**src/rtl/pipe_hazard_unit_pkg.sv**
```systemverilog
// Shared encodings and the per-stage destination state for the MIPS hazard unit.
package pipe_hazard_unit_pkg;

  localparam logic [1:0] FWD_REG    = 2'b00;
  localparam logic [1:0] FWD_EXALU  = 2'b01;
  localparam logic [1:0] FWD_MEMALU = 2'b10;
  localparam logic [1:0] FWD_MEMLD  = 2'b11;

  localparam logic [4:0] REG_ZERO = 5'd0;

  typedef struct packed {
    logic       wreg;
    logic       m2reg;
    logic [4:0] rn;
  } stage_t;

  // A stage produces r only if it writes a nonzero destination equal to r.
  function automatic logic hits(input stage_t s, input logic [4:0] r);
    return s.wreg && (s.rn != REG_ZERO) && (s.rn == r);
  endfunction

  // One operand's source select; a load still in EX cannot forward and falls through.
  function automatic logic [1:0] fwd_sel(input stage_t ex, input stage_t mem,
                                         input logic [4:0] r);
    logic [1:0] sel;
    sel = FWD_REG;
    if (hits(ex, r) && !ex.m2reg)
      sel = FWD_EXALU;
    else if (hits(mem, r))
      sel = mem.m2reg ? FWD_MEMLD : FWD_MEMALU;
    return sel;
  endfunction

endpackage

```
**src/rtl/pipe_hazard_unit_sat_counter.sv**
```systemverilog
// Saturating event counter: holds at all-ones instead of wrapping.
module sat_counter #(
  parameter int W = 16
) (
  input  logic         clk,
  input  logic         reset,
  input  logic         inc,
  output logic [W-1:0] count
);

  always_ff @(posedge clk) begin
    if (reset)
      count <= '0;
    else if (inc && (count != {W{1'b1}}))
      count <= count + 1'b1;
  end

endmodule

```
**src/rtl/pipe_hazard_unit.sv**
```systemverilog
// EX/MEM/WB destination tracking, forwarding selects, load-use stall, IF flush and counters.
module pipe_hazard_unit
  import pipe_hazard_unit_pkg::*;
#(
  parameter int CNT_W = 16
) (
  input  logic             clk,
  input  logic             reset,
  input  logic [4:0]       rs,
  input  logic [4:0]       rt,
  input  logic             uses_rs,
  input  logic             uses_rt,
  input  logic             id_wreg,
  input  logic             id_m2reg,
  input  logic [4:0]       id_rn,
  input  logic             id_jump,
  input  logic             id_branch,
  input  logic             RS_EQU_RT,
  output logic [1:0]       FWDA,
  output logic [1:0]       FWDB,
  output logic             WPCIR,
  output logic             ex_bubble,
  output logic             if_flush,
  output logic             e_wreg,
  output logic             e_m2reg,
  output logic [4:0]       e_rn,
  output logic             m_wreg,
  output logic             m_m2reg,
  output logic [4:0]       m_rn,
  output logic             w_wreg,
  output logic [4:0]       w_rn,
  output logic [CNT_W-1:0] stall_cnt,
  output logic [CNT_W-1:0] flush_cnt
);

  stage_t     id_s, ex_s, mem_s;
  logic       wb_wreg;
  logic [4:0] wb_rn;
  logic       stall, flush;

  assign id_s = '{wreg: id_wreg, m2reg: id_m2reg, rn: id_rn};

  // Reset forces the quiet output set so a hazard seen during reset has no effect.
  assign stall = !reset && ex_s.m2reg &&
                 ((uses_rs && hits(ex_s, rs)) || (uses_rt && hits(ex_s, rt)));
  assign flush = !reset && !stall && (id_jump || (id_branch && RS_EQU_RT));

  assign FWDA      = reset ? FWD_REG : fwd_sel(ex_s, mem_s, rs);
  assign FWDB      = reset ? FWD_REG : fwd_sel(ex_s, mem_s, rt);
  assign WPCIR     = !stall;
  assign ex_bubble = stall;
  assign if_flush  = flush;

  // A stalled cycle inserts an empty slot into EX while older stages keep draining.
  always_ff @(posedge clk) begin
    if (reset) begin
      ex_s    <= '0;
      mem_s   <= '0;
      wb_wreg <= 1'b0;
      wb_rn   <= REG_ZERO;
    end else begin
      ex_s    <= stall ? stage_t'('0) : id_s;
      mem_s   <= ex_s;
      wb_wreg <= mem_s.wreg;
      wb_rn   <= mem_s.rn;
    end
  end

  assign e_wreg  = ex_s.wreg;
  assign e_m2reg = ex_s.m2reg;
  assign e_rn    = ex_s.rn;
  assign m_wreg  = mem_s.wreg;
  assign m_m2reg = mem_s.m2reg;
  assign m_rn    = mem_s.rn;
  assign w_wreg  = wb_wreg;
  assign w_rn    = wb_rn;

  sat_counter #(.W(CNT_W)) u_stall_cnt (
    .clk   (clk),
    .reset (reset),
    .inc   (stall),
    .count (stall_cnt)
  );

  sat_counter #(.W(CNT_W)) u_flush_cnt (
    .clk   (clk),
    .reset (reset),
    .inc   (flush),
    .count (flush_cnt)
  );

endmodule

```
**config.mk**
```make
export PLATFORM = sky130hd
export DESIGN_NAME = pipe_hazard_unit
export DESIGN_NICKNAME = d
export VERILOG_FILES = /design/src/rtl/pipe_hazard_unit_pkg.sv /design/src/rtl/pipe_hazard_unit_sat_counter.sv /design/src/rtl/pipe_hazard_unit.sv
export SDC_FILE = /design/constraint.sdc
export NUM_CORES = 1
export LEC_CHECK = 0
export ABC_AREA = 1
export BUFFER_PORTS_ARGS = -buffer_cell sky130_fd_sc_hd__buf_2
export CAP_MARGIN = 20
export CORE_MARGIN = 3
export CORE_UTILIZATION = 45
export DETAILED_ROUTE_END_ITERATION = 10
export GPL_TIMING_DRIVEN = 0
export PLACE_DENSITY = 0.71
export SLEW_MARGIN = 25
export SYNTH_ARGS = -nofsm -noshare
export SYNTH_HDL_FRONTEND = slang
export SYNTH_SLANG_ARGS = --single-unit
```
**constraint.sdc**
```tcl
create_clock -name clk -period 2.3 [get_ports clk]
set_input_delay 0.345 -clock clk [delete_from_list [all_inputs] [get_ports clk]]
set_output_delay 0.345 -clock clk [all_outputs]
set_load 0.03 [all_outputs]
```
==> results of run 1 <==
## layout make-up
type	instances	area [um^2]
inverter	70	263
tap	75	93.8
multi-input combinational	278	1430
timing repair buffer	83	420
fill	580	2530
sequential	52	1040
clock inverter	2	38.8
buffer	10	60.1
clock buffer	6	72.6
## path summary, 6_finish.rpt
path         depth (start not counted)  slack (ns)               endpoint
max                                  8        0.15               if_flush
min                                  3        0.23                e_rn[1]
max reg2reg                         10        0.23  u_stall_cnt.count[13]
min reg2reg                          2        0.44                 w_wreg
## synth_stat cells, types with 2 or more instances
master    count
nand4_1      27
nor3_2        2
nand2_1      78
inv_1        69
nand2_2       3
dfxtp_1      52
o21ai_0      16
nor2_1       71
nor3_1        9
ha_1          2
a21oi_1      17
clkbuf_1      6
nand3_1      15
a21oi_2       2
xnor2_1       9
xor2_1       20
## placed cells by master (no fill, tap or decap), types with 2 or more instances in the layout
cell,synthesis,final
xnor2_1,9,9
inv_2,1,2
clkbuf_1,6,7
clkbuf_8,0,5
o21ai_0,16,16
buf_4,0,2
dfxtp_1,52,50
nand4_1,27,27
ha_1,2,2
nand2_1,78,78
buf_2,1,81
a21oi_2,2,3
a21oi_1,17,16
nor3_1,9,9
inv_1,69,68
xor2_1,20,20
nand3_1,15,15
dfxtp_2,0,2
nor2_1,71,70
nor3_2,2,2
nand2_2,3,2
nand2_4,1,2
## per-stage QoR
step | setup TNS (ns) | instance area, um^2 | power [mW] | worst slack, ns | cells
after floorplan | 0 | 2780 | 1.08 | 0.232 | 410
after global placement | 0 | 3290 | 1.15 | 0.304 | 567
after detailed placement | 0 | 3290 | 1.15 | 0.245 | 567
after CTS | 0 | 3400 | 1.78 | 0.0178 | 575
after global routing | -0.00738 | 3430 | 1.85 | -0.00738 | 576
final | 0 | 3430 | 1.76 | 0.149 | 576
## per-layer routing
metal / part of all wire / track usage
met2: 0.47 / 0.341
met4: 0.0078 / 0.0403
met5: 0 / 0
met3: 0.061 / 0.0412
met1: 0.46 / 0.251
## repair_timing
action                     CTS  global route
gates resized for setup      2             7
setup endpoints to repair    1             3
setup buffers                0             1
pin swaps                    0             1
## cells by family after synthesis
family,Yosys count
simple gates,212
buf+inv,80
flops,52
compound gates,35
xor+xnor,29
fa+ha+maj,2
## power by group
| part | internal, mW | leakage [nW] | switching [mW] |
|---|---|---|---|
| Combinational | 0.0675 | 1.20 | 0.127 |
| Clock | 0.329 | 0.0558 | 0.300 |
| Sequential | 0.919 | 0.423 | 0.0200 |
| Total | 1.32 | 1.68 | 0.448 |
## critical path: cells and delay by family, from the launching register on
kind,cells,cell delay [ns]
flops,1,0.45
simple gates,4,0.35
buf+inv,2,0.30
xor+xnor,1,0.20
compound gates,1,0.20
## flip-flops by register name (all words and copies together), names as in the netlist
signal / flops
u_stall_cnt.count: 16
u_flush_cnt.count: 16
e_wreg: 1
m_wreg: 1
w_wreg: 1
e_rn: 5
w_rn: 5
e_m2reg: 1
m_rn: 5
m_m2reg: 1
==> flow_metrics.tcl, run 1 <==
set metrics [dict create \
    critPathLaunch "e_rn[2]" \
    grt_overflow 0 \
    core_area_um2 5960 \
    cts_tree "done" \
    timing.fmax_ghz 0.465 \
    cp.arrival_ns 1.81 \
    crit_path_end_kind "output pin" \
    grt_first_pass_wirelength_mm 11.7 \
    netlist_top_cells_area "dfxtp_1, nand2_1, nor2_1" \
    detail_route.wirelength_mm 6.81 \
    maxSlewHeadroom 0.631 \
    power-per-cell-area_nw_per_um2 515 \
    place_congestion 0.900 \
    tritoncts_num_sinks 52 \
    timing.hold.ws_ns 0.234 \
    synth_area_per_cell_um2 6.79 \
    outcome "completed" \
    finalSetupViolations 0 \
    synthAdderAreaFrac 0.00899 \
    path_class "register to output pin" \
    die_w_um 84.7 \
    die_area_um2 7170 \
    synthXorXnorAreaFrac 0.0912 \
    num_io_pins 83 \
    area_delta_synth_final_pct 23.1 \
    final_period_minus_worst_setup_slack_ns 2.15 \
    grt.total_usage 0.196 \
    max_slew.worst_pin.slew_ns 0.553 \
    detailroute.via_count 2807 \
    synth.largest_area_cell "dfxtp_1" \
    post_synth_num_cell_types 28 \
    placement.io_buffers 82 \
    fin_worst_skew_ns 0.0130 \
    worst_path_largest_cell_delay_ns 0.45 \
    antenna_found_initial 0 \
    synth_compound_area_frac 0.0656 \
    yosys_most_used_dff "dfxtp_1" \
    leakagePower_nw 1.68 \
    postLayoutCoreUtil 0.575 \
    cts_root_buf "clkbuf_8" \
    drt_iter0_markers 118 \
    syn_nets 436 \
    ctsLongestPathBuffers 2 \
    drcViolationCount 0 \
    synth-simple-area-share 0.345 \
    maximum_number_of_pins_on_one_net_before_global_route_repair 17 \
    main_combinational_cell_family_by_area_after_synthesis "simple AND/OR/NAND/NOR gates" \
    yosys-mux-area-fraction 0 \
    route.detailed.wl_per_inst_um 11.8 \
    synth.yosys.seq_area_share 0.374 \
    synth-seq-cells 52 \
    antenna_diode_count 0 \
    clk_pin_slew_worst_paths_ns 0.10 \
    worst_ep_required_time_ns 1.96 \
    dieHeight_um 84.7 \
    pre_antenna_drt_iters 4 \
    cts_max_level 2 \
    ir_worst_vdd_uv 261 \
    clk_latency_ns 0.30 \
    postCtsHoldBufs 0 \
    row_count 28 \
    worstHoldStart "id_rn[1]" \
    final_max_slew_viol_count 0 \
    worstReg2RegStart "u_stall_cnt.count[0]" \
    async_reset_ff_frac 0 \
    synthDominantCellAreaShare 0.374 \
    worst-path-max-fanout 8 \
    effective_utilization_at_floorplan 0.467 \
    postRouteAntennaNets 0 \
    cp_cell_sequence "xor2_1, nor2_2, nand4_1, nand2_1, a21oi_2, inv_2, nor2_1, buf_2" \
    drive_above_1_share 0.222 \
    post_synth_inst_count 410 \
    nets 526 \
    routed_via_density 4.87 \
    worst_hold_class "input pin to register" \
    inserted_clock_buffers 5 \
    max_cap_viol_count 0 \
    via_count_of_the_first_global_routing_pass 2599 \
    final_hold_viol_count 0 \
    dpl.hpwl_mm 5.40 \
    synth-edff-count 0 \
    crit_path_top_delay_cell "dfxtp_1" \
    synth_warnings 0 \
    final_min_period_over_clock_period 0.935 \
    worst_setup_path_start_kind "register" \
    synthesis.area_um2 2780 \
]
No activity file was read; power rests on OpenSTA's default activity.
==> run 2, diff against run 1 <==
--- a/config.mk
+++ b/config.mk
@@ -8,12 +8,14 @@
 export ABC_AREA = 1
 export BUFFER_PORTS_ARGS = -buffer_cell sky130_fd_sc_hd__buf_2
 export CAP_MARGIN = 20
+export CORE_ASPECT_RATIO = 1.75
 export CORE_MARGIN = 3
 export CORE_UTILIZATION = 45
 export DETAILED_ROUTE_END_ITERATION = 10
 export GPL_TIMING_DRIVEN = 0
 export PLACE_DENSITY = 0.71
-export SLEW_MARGIN = 25
+export SLEW_MARGIN = 0
 export SYNTH_ARGS = -nofsm -noshare
 export SYNTH_HDL_FRONTEND = slang
+export SYNTH_HIERARCHICAL = 1
 export SYNTH_SLANG_ARGS = --single-unit
==> run 2 against run 1 <==
Flip-flop and latch count stayed put; final area grew 2.6%; via count grew 3.0%.
==> flow_metrics.tcl, run 2 <==
set metrics [dict create \
    netlist_top_cells_area "dfxtp_1, nand2_1, nor2_1" \
    effective_utilization_at_floorplan 0.463 \
    post_synth_num_cell_types 25 \
    synthMostInstantiatedCell "nand2_1" \
    crit_path_end_kind "register" \
    register_area_um2 1050 \
    registers_with_the_most_flip_flops "u_flush_cnt/count: 16 flops, u_stall_cnt/count: 16 flops" \
    critPathLaunch "e_rn[2]" \
    cts_max_level 2 \
    dpl.hpwl_mm 5.77 \
    synthDominantCellAreaShare 0.361 \
    area_delta_synth_final_pct 21.9 \
    drcViolationCount 0 \
    async_reset_ff_frac 0 \
    cp.arrival_ns 2.31 \
    final_max_slew_viol_count 0 \
    cts_setup_buffers 0 \
    max_slew.worst_pin.slew_ns 0.440 \
    antenna_found_initial 0 \
    fillerInstances 649 \
    final_period_minus_worst_setup_slack_ns 2.11 \
    worst-path-max-fanout 8 \
    place_congestion 0.901 \
    leading_cell_type_in_the_layout_fill_and_taps_excluded "nand2_1" \
    clk_pin_slew_worst_paths_ns 0.09 \
    post_synth_inst_count 434 \
    maximum_number_of_pins_on_one_net_before_global_route_repair 15 \
    syn_nets 460 \
    path_class "register to register" \
    grt_overflow 0 \
    antenna_diode_count 0 \
    routed_via_density 4.80 \
    detailroute.via_count 2890 \
    layout_common_cells "nand2_1, nor2_1, buf_2" \
    die_area_um2 7440 \
    rsz0062_at_grt "false" \
    fin_worst_skew_ns 0.0118 \
    final_min_period_over_clock_period 0.916 \
    grt.total_usage 0.204 \
    synth-seq-cells 52 \
    worst-r2r-setup-slack_ns 0.19 \
    synth.largest_area_cell "dfxtp_1" \
    yosys_most_used_dff "dfxtp_1" \
    synthesis.area_um2 2880 \
    ir_worst_vdd_uv 436 \
    worstHoldEndpoint "e_rn[1]" \
    die_w_um 66.5 \
    cts_root_buf "clkbuf_8" \
    synth_area_per_cell_um2 6.64 \
    synth-edff-count 0 \
    worst_hold_class "input pin to register" \
    num_io_pins 83 \
    route.detailed.wl_per_inst_um 12.0 \
    worst_setup_path_start_kind "register" \
    inserted_clock_buffers 5 \
    outcome "completed" \
    critical_path.reg2reg.endpoint "u_flush_cnt/count[13]" \
    drive_above_1_share 0.291 \
    worstReg2RegStart "e_rn[2]" \
    dieHeight_um 112 \
    postRouteAntennaNets 0 \
    r2r_cells 16 \
    core_area_um2 6230 \
    synth.yosys.seq_area_share 0.361 \
    placement.io_buffers 82 \
    via_count_of_the_first_global_routing_pass 2792 \
    tritoncts_num_sinks 52 \
    hold_depth 3 \
    ctsLongestPathBuffers 2 \
    synth_common_cells "nand2_1, nor2_1, dfxtp_1" \
    clk_latency_ns 0.31 \
    finalSetupViolations 0 \
    grt_first_pass_wirelength_mm 12.0 \
    drt_iter0_markers 113 \
    detail_route.wirelength_mm 7.23 \
    nets 549 \
    timing.fmax_ghz 0.475 \
    cts_tree "done" \
    worst_ep_required_time_ns 2.51 \
    totalNegativeSetupSlack_ns 0 \
    leakagePower_nw 1.71 \
    maxSlewHeadroom 0.707 \
    timing.hold.ws_ns 0.251 \
    power-per-cell-area_nw_per_um2 501 \
    pre_antenna_drt_iters 5 \
    multiInputGateArea_um2 1640 \
    synth_warnings 6 \
    final_hold_viol_count 0 \
    max_cap_viol_count 0 \
    worstHoldStart "id_rn[1]" \
    row_count 38 \
]
==> run 2: cell count changes in the layout (fill, tap and decap cells not counted), sizes merged, moves of 4 or more <==
cell and delta:
nand4 -21, clkbuf -4, o21ai -14, inv -22, nor3 -8, xor2 -15, nand3 +22, nor2 +52
nand2 +40
==> run 2: repair_timing <==
item,in CTS,in global routing
gates resized for setup,0,4
endpoints found under the hold margin,0,0
hold buffers,0,0
setup endpoints to repair,0,3
==> run 2: critical path: stages, from the launching register on <==
cell	delay (ns)
dfxtp_2	0.37
nor2_2	0.12
nand3_2	0.10
nand2_4	0.09
nor2_4	0.05
nand3_2	0.06
nand2_2	0.06
nand2_4	0.09
nand2_8	0.09
nor2_4	0.09
clkbuf_4	0.19
nand3_1	0.12
or2_0	0.22
nor2_1	0.15
nand3_1	0.09
nand2_1	0.07
nor2_1	0.04
==> run 2: routing by layer <==
layer / GRT usage / up-vias / wire length, um
li1: - / 1510 / -
met1: 0.198 / 1294 / 2660
met2: 0.395 / 73 / 4010
met3: 0.0444 / 13 / 383
met4: 0.0773 / 0 / 176
met5: 0 / - / 0
==> run 2: final cells by class <==
cell class              instances  area share
inverters                      49      0.0524
repair buffers                 82       0.117
clock inverters                 1     0.00855
clock buffers                   5      0.0196
flip-flops and latches         52       0.298
multi-input cells             328       0.467
plain buffers                   5     0.00890
well taps                      80      0.0285
==> run 2: worst max path at each step <==
stage                     slack, ns               endpoint  cells after the start
final                          0.19  u_flush_cnt/count[13]                     16
after global routing          0.001  u_flush_cnt/count[13]                     16
after CTS                      0.16  u_flush_cnt/count[13]                     16
after detailed placement       0.13  u_stall_cnt/count[13]                     17
after global placement         0.17  u_stall_cnt/count[13]                     17
after floorplan                0.06  u_stall_cnt/count[13]                     15
==> run 2: cells by family after synthesis <==
group	synth area share
fa+ha+maj	0.00868
flops	0.361
buf+inv	0.0738
simple gates	0.486
xor+xnor	0.0395
compound gates	0.0312
==> run 2: through the flow <==
| step | util | cell area (um^2) | setup WS, ns | std cells | power [mW] |
|---|---|---|---|---|---|
| after detailed placement | 0.547 | 3400 | 0.126 | 596 | 1.17 |
| after floorplan | - | 2890 | 0.0589 | 434 | 1.10 |
| after global routing | 0.564 | 3510 | 0.00126 | 602 | 1.84 |
| final | 0.564 | 3510 | 0.193 | 602 | 1.76 |
| after CTS | 0.562 | 3500 | 0.163 | 602 | 1.79 |
| after global placement | 0.547 | 3400 | 0.171 | 596 | 1.16 |
==> run 2: where the power goes <==
part,internal (mW),switching (mW)
Clock,0.313,0.303
Combinational,0.0745,0.132
Sequential,0.918,0.0199
==> run 3, diff against run 2 <==
--- a/config.mk
+++ b/config.mk
@@ -5,15 +5,13 @@
 export SDC_FILE = /design/constraint.sdc
 export NUM_CORES = 1
 export LEC_CHECK = 0
-export ABC_AREA = 1
 export BUFFER_PORTS_ARGS = -buffer_cell sky130_fd_sc_hd__buf_2
 export CAP_MARGIN = 20
-export CORE_ASPECT_RATIO = 1.75
 export CORE_MARGIN = 3
 export CORE_UTILIZATION = 45
 export DETAILED_ROUTE_END_ITERATION = 10
 export GPL_TIMING_DRIVEN = 0
-export PLACE_DENSITY = 0.71
+export PLACE_DENSITY = 0.72
 export SLEW_MARGIN = 0
 export SYNTH_ARGS = -nofsm -noshare
 export SYNTH_HDL_FRONTEND = slang
==> run 3 against run 2 <==
The run now ends with setup timing left; clock-buffer cell count unchanged; global-route usage increased by 0.19 points; synthesized cell count decreased by 33%; total power increased by 0.89%; largest power group unchanged.
==> flow_metrics.tcl, run 3 <==
set metrics [dict create \
    clk_latency_ns 0.31 \
    synth_area_per_cell_um2 9.12 \
    tritoncts_num_sinks 52 \
    routed_via_density 5.66 \
    row_count 27 \
    synthesis.area_um2 2650 \
    place_congestion 0.872 \
    detail_route.wirelength_mm 7.09 \
    worst_setup_path_start_kind "register" \
    post_synth_inst_count 291 \
    grt_first_pass_wirelength_mm 11.1 \
    pre_antenna_drt_iters 4 \
    path_class "register to register" \
    synth_warnings 6 \
    worst_hold_class "input pin to register" \
    effective_utilization_at_floorplan 0.473 \
    postCtsHoldBufs 0 \
    leakagePower_nw 1.49 \
    final_max_slew_viol_count 0 \
    crit_path_top_delay_cell "or4_4" \
    totalNegativeSetupSlack_ns -1.58 \
    synthDominantCellAreaShare 0.392 \
    finalSetupViolations 26 \
    layout_common_cells "buf_2, dfxtp_1, xnor2_1" \
    outcome "finished with violations" \
    synth-seq-cells 52 \
    max_cap_viol_count 0 \
    cts_root_buf "clkbuf_8" \
    die_area_um2 6850 \
    core_area_um2 5610 \
    nets 424 \
    rsz0062_at_grt "true" \
    worst_path_most_repeated_cell "o41ai_4" \
    grt_overflow 0 \
    synth-edff-count 0 \
    antenna_diode_count 0 \
    registers_with_the_most_flip_flops "u_flush_cnt/count: 16 flops, u_stall_cnt/count: 16 flops" \
    worst_path_largest_cell_delay_ns 0.57 \
    num_io_pins 83 \
    post_synth_num_cell_types 42 \
    place_worst_setup_slack_ns -0.218 \
    dpl.hpwl_mm 4.87 \
    drcViolationCount 0 \
    failed_checks "setup timing" \
    die_w_um 82.8 \
    syn_nets 317 \
    ir_worst_vdd_uv 307 \
    worst_ep_required_time_ns 2.54 \
    synth_common_cells "dfxtp_1, a21oi_1, xnor2_1" \
    cts_tree "done" \
    drt_iter0_markers 111 \
    netlist_top_cells_area "dfxtp_1, xnor2_1, or4_1" \
    crit_path_end_kind "register" \
    timing.fmax_ghz 0.411 \
    synth.yosys.seq_area_share 0.392 \
    inserted_clock_buffers 5 \
    leading_cell_type_in_the_layout_fill_and_taps_excluded "buf_2" \
    clk_pin_slew_worst_paths_ns 0.09 \
    detailroute.via_count 2668 \
    final_period_minus_worst_setup_slack_ns 2.43 \
    max_slew.worst_pin.slew_ns 0.593 \
    postLayoutCoreUtil 0.670 \
    cp.arrival_ns 2.67 \
    placement.io_buffers 82 \
    postRouteAntennaNets 0 \
    final_min_period_over_clock_period 1.06 \
    drive_above_1_share 0.436 \
    via_count_of_the_first_global_routing_pass 2399 \
    maxSlewHeadroom 0.602 \
    yosys_most_used_dff "dfxtp_1" \
    area_delta_synth_final_pct 41.7 \
    final_hold_viol_count 0 \
    async_reset_ff_frac 0 \
    worst-path-max-fanout 5 \
    postLayoutSetupSlackWorst_ns -0.131 \
    timing.hold.ws_ns 0.286 \
    maximum_number_of_pins_on_one_net_before_global_route_repair 17 \
    cts_max_level 2 \
    fin_worst_skew_ns 0.00870 \
    route.detailed.wl_per_inst_um 15.1 \
    dieHeight_um 82.8 \
    ctsLongestPathBuffers 2 \
    power-per-cell-area_nw_per_um2 473 \
    synthMostInstantiatedCell "dfxtp_1" \
    antenna_found_initial 0 \
    synth.largest_area_cell "dfxtp_1" \
    cp_cell_sequence "or4_4, nor2_8, o41ai_4, nor3_4, buf_6, and4_4, o41ai_4, or3_1, a21oi_2" \
    grt.total_usage 0.206 \
]
## run 3: cell types whose count changed after synthesis, sizes merged, moves of 7 or more
cell / before / now
nor4: 0 / 11
nor3b: 0 / 7
nand2: 122 / 20
nor2: 123 / 15
or4: 0 / 16
nor2b: 0 / 16
o31ai: 0 / 12
xnor2: 8 / 20
nand3: 37 / 14
inv: 49 / 8
o21ai: 2 / 9
## run 3: cells by family after synthesis
family	Yosys count	share of synthesized area
fa+ha+maj	2	0.00943
mux	4	0.0160
simple gates	137	0.339
compound gates	55	0.139
buf+inv	17	0.0250
xor+xnor	24	0.0792
flops	52	0.392
## run 3: repair_timing
action	in CTS	in global routing
buffers inserted	7	11
setup endpoints to repair	23	33
resized for setup	26	51
pin swaps	13	27
gates cloned	1	0
## run 3: through the flow
step,power [mW],cell area [um^2],std cells
detailed placement,1.14,3210,445
global route,1.86,3760,471
global placement,1.14,3210,445
floorplan,1.08,2710,291
finish,1.78,3760,471
CTS,1.77,3470,461
## run 3: layer usage
metal  share of wire  vias up  GRT usage
met5               0        -          0
met4           0.014        0     0.0605
met3           0.046        9     0.0400
met2            0.51       65      0.345
met1            0.43     1285      0.268
li1                -     1309          -
## run 3: layout make-up
cell class	instances	area [um^2]
fillers	470	1850
multi-input cells	222	1810
flip-flops and latches	52	1060
repair buffers	100	601
well taps	72	90.1
clock buffers	5	68.8
plain buffers	9	58.8
clock inverters	3	42.5
inverters	8	32.5
## run 3: path summary, 6_finish.rpt
| check | start | endpoint | cells after the start | slack [ns] |
|---|---|---|---|---|
| max | e_rn[3] | u_flush_cnt/count[6] | 9 | -0.13 |
| min | id_rn[3] | e_rn[3] | 2 | 0.29 |
| max reg2reg | e_rn[3] | u_flush_cnt/count[6] | 9 | -0.13 |
| min reg2reg | m_wreg | w_wreg | 1 | 0.49 |
## run 3: worst max-delay path: cells and delay by family, from the launching register on
family / cells / cell delay (ns)
compound gates: 3 / 0.30
buf+inv: 1 / 0.15
flops: 1 / 0.38
simple gates: 5 / 1.53
## run 3: power breakdown
group	switching, mW	total, mW	internal [mW]
logic	0.125	0.212	0.0871
clock network	0.307	0.629	0.322
registers	0.0222	0.936	0.914
total	0.453	1.78	1.32
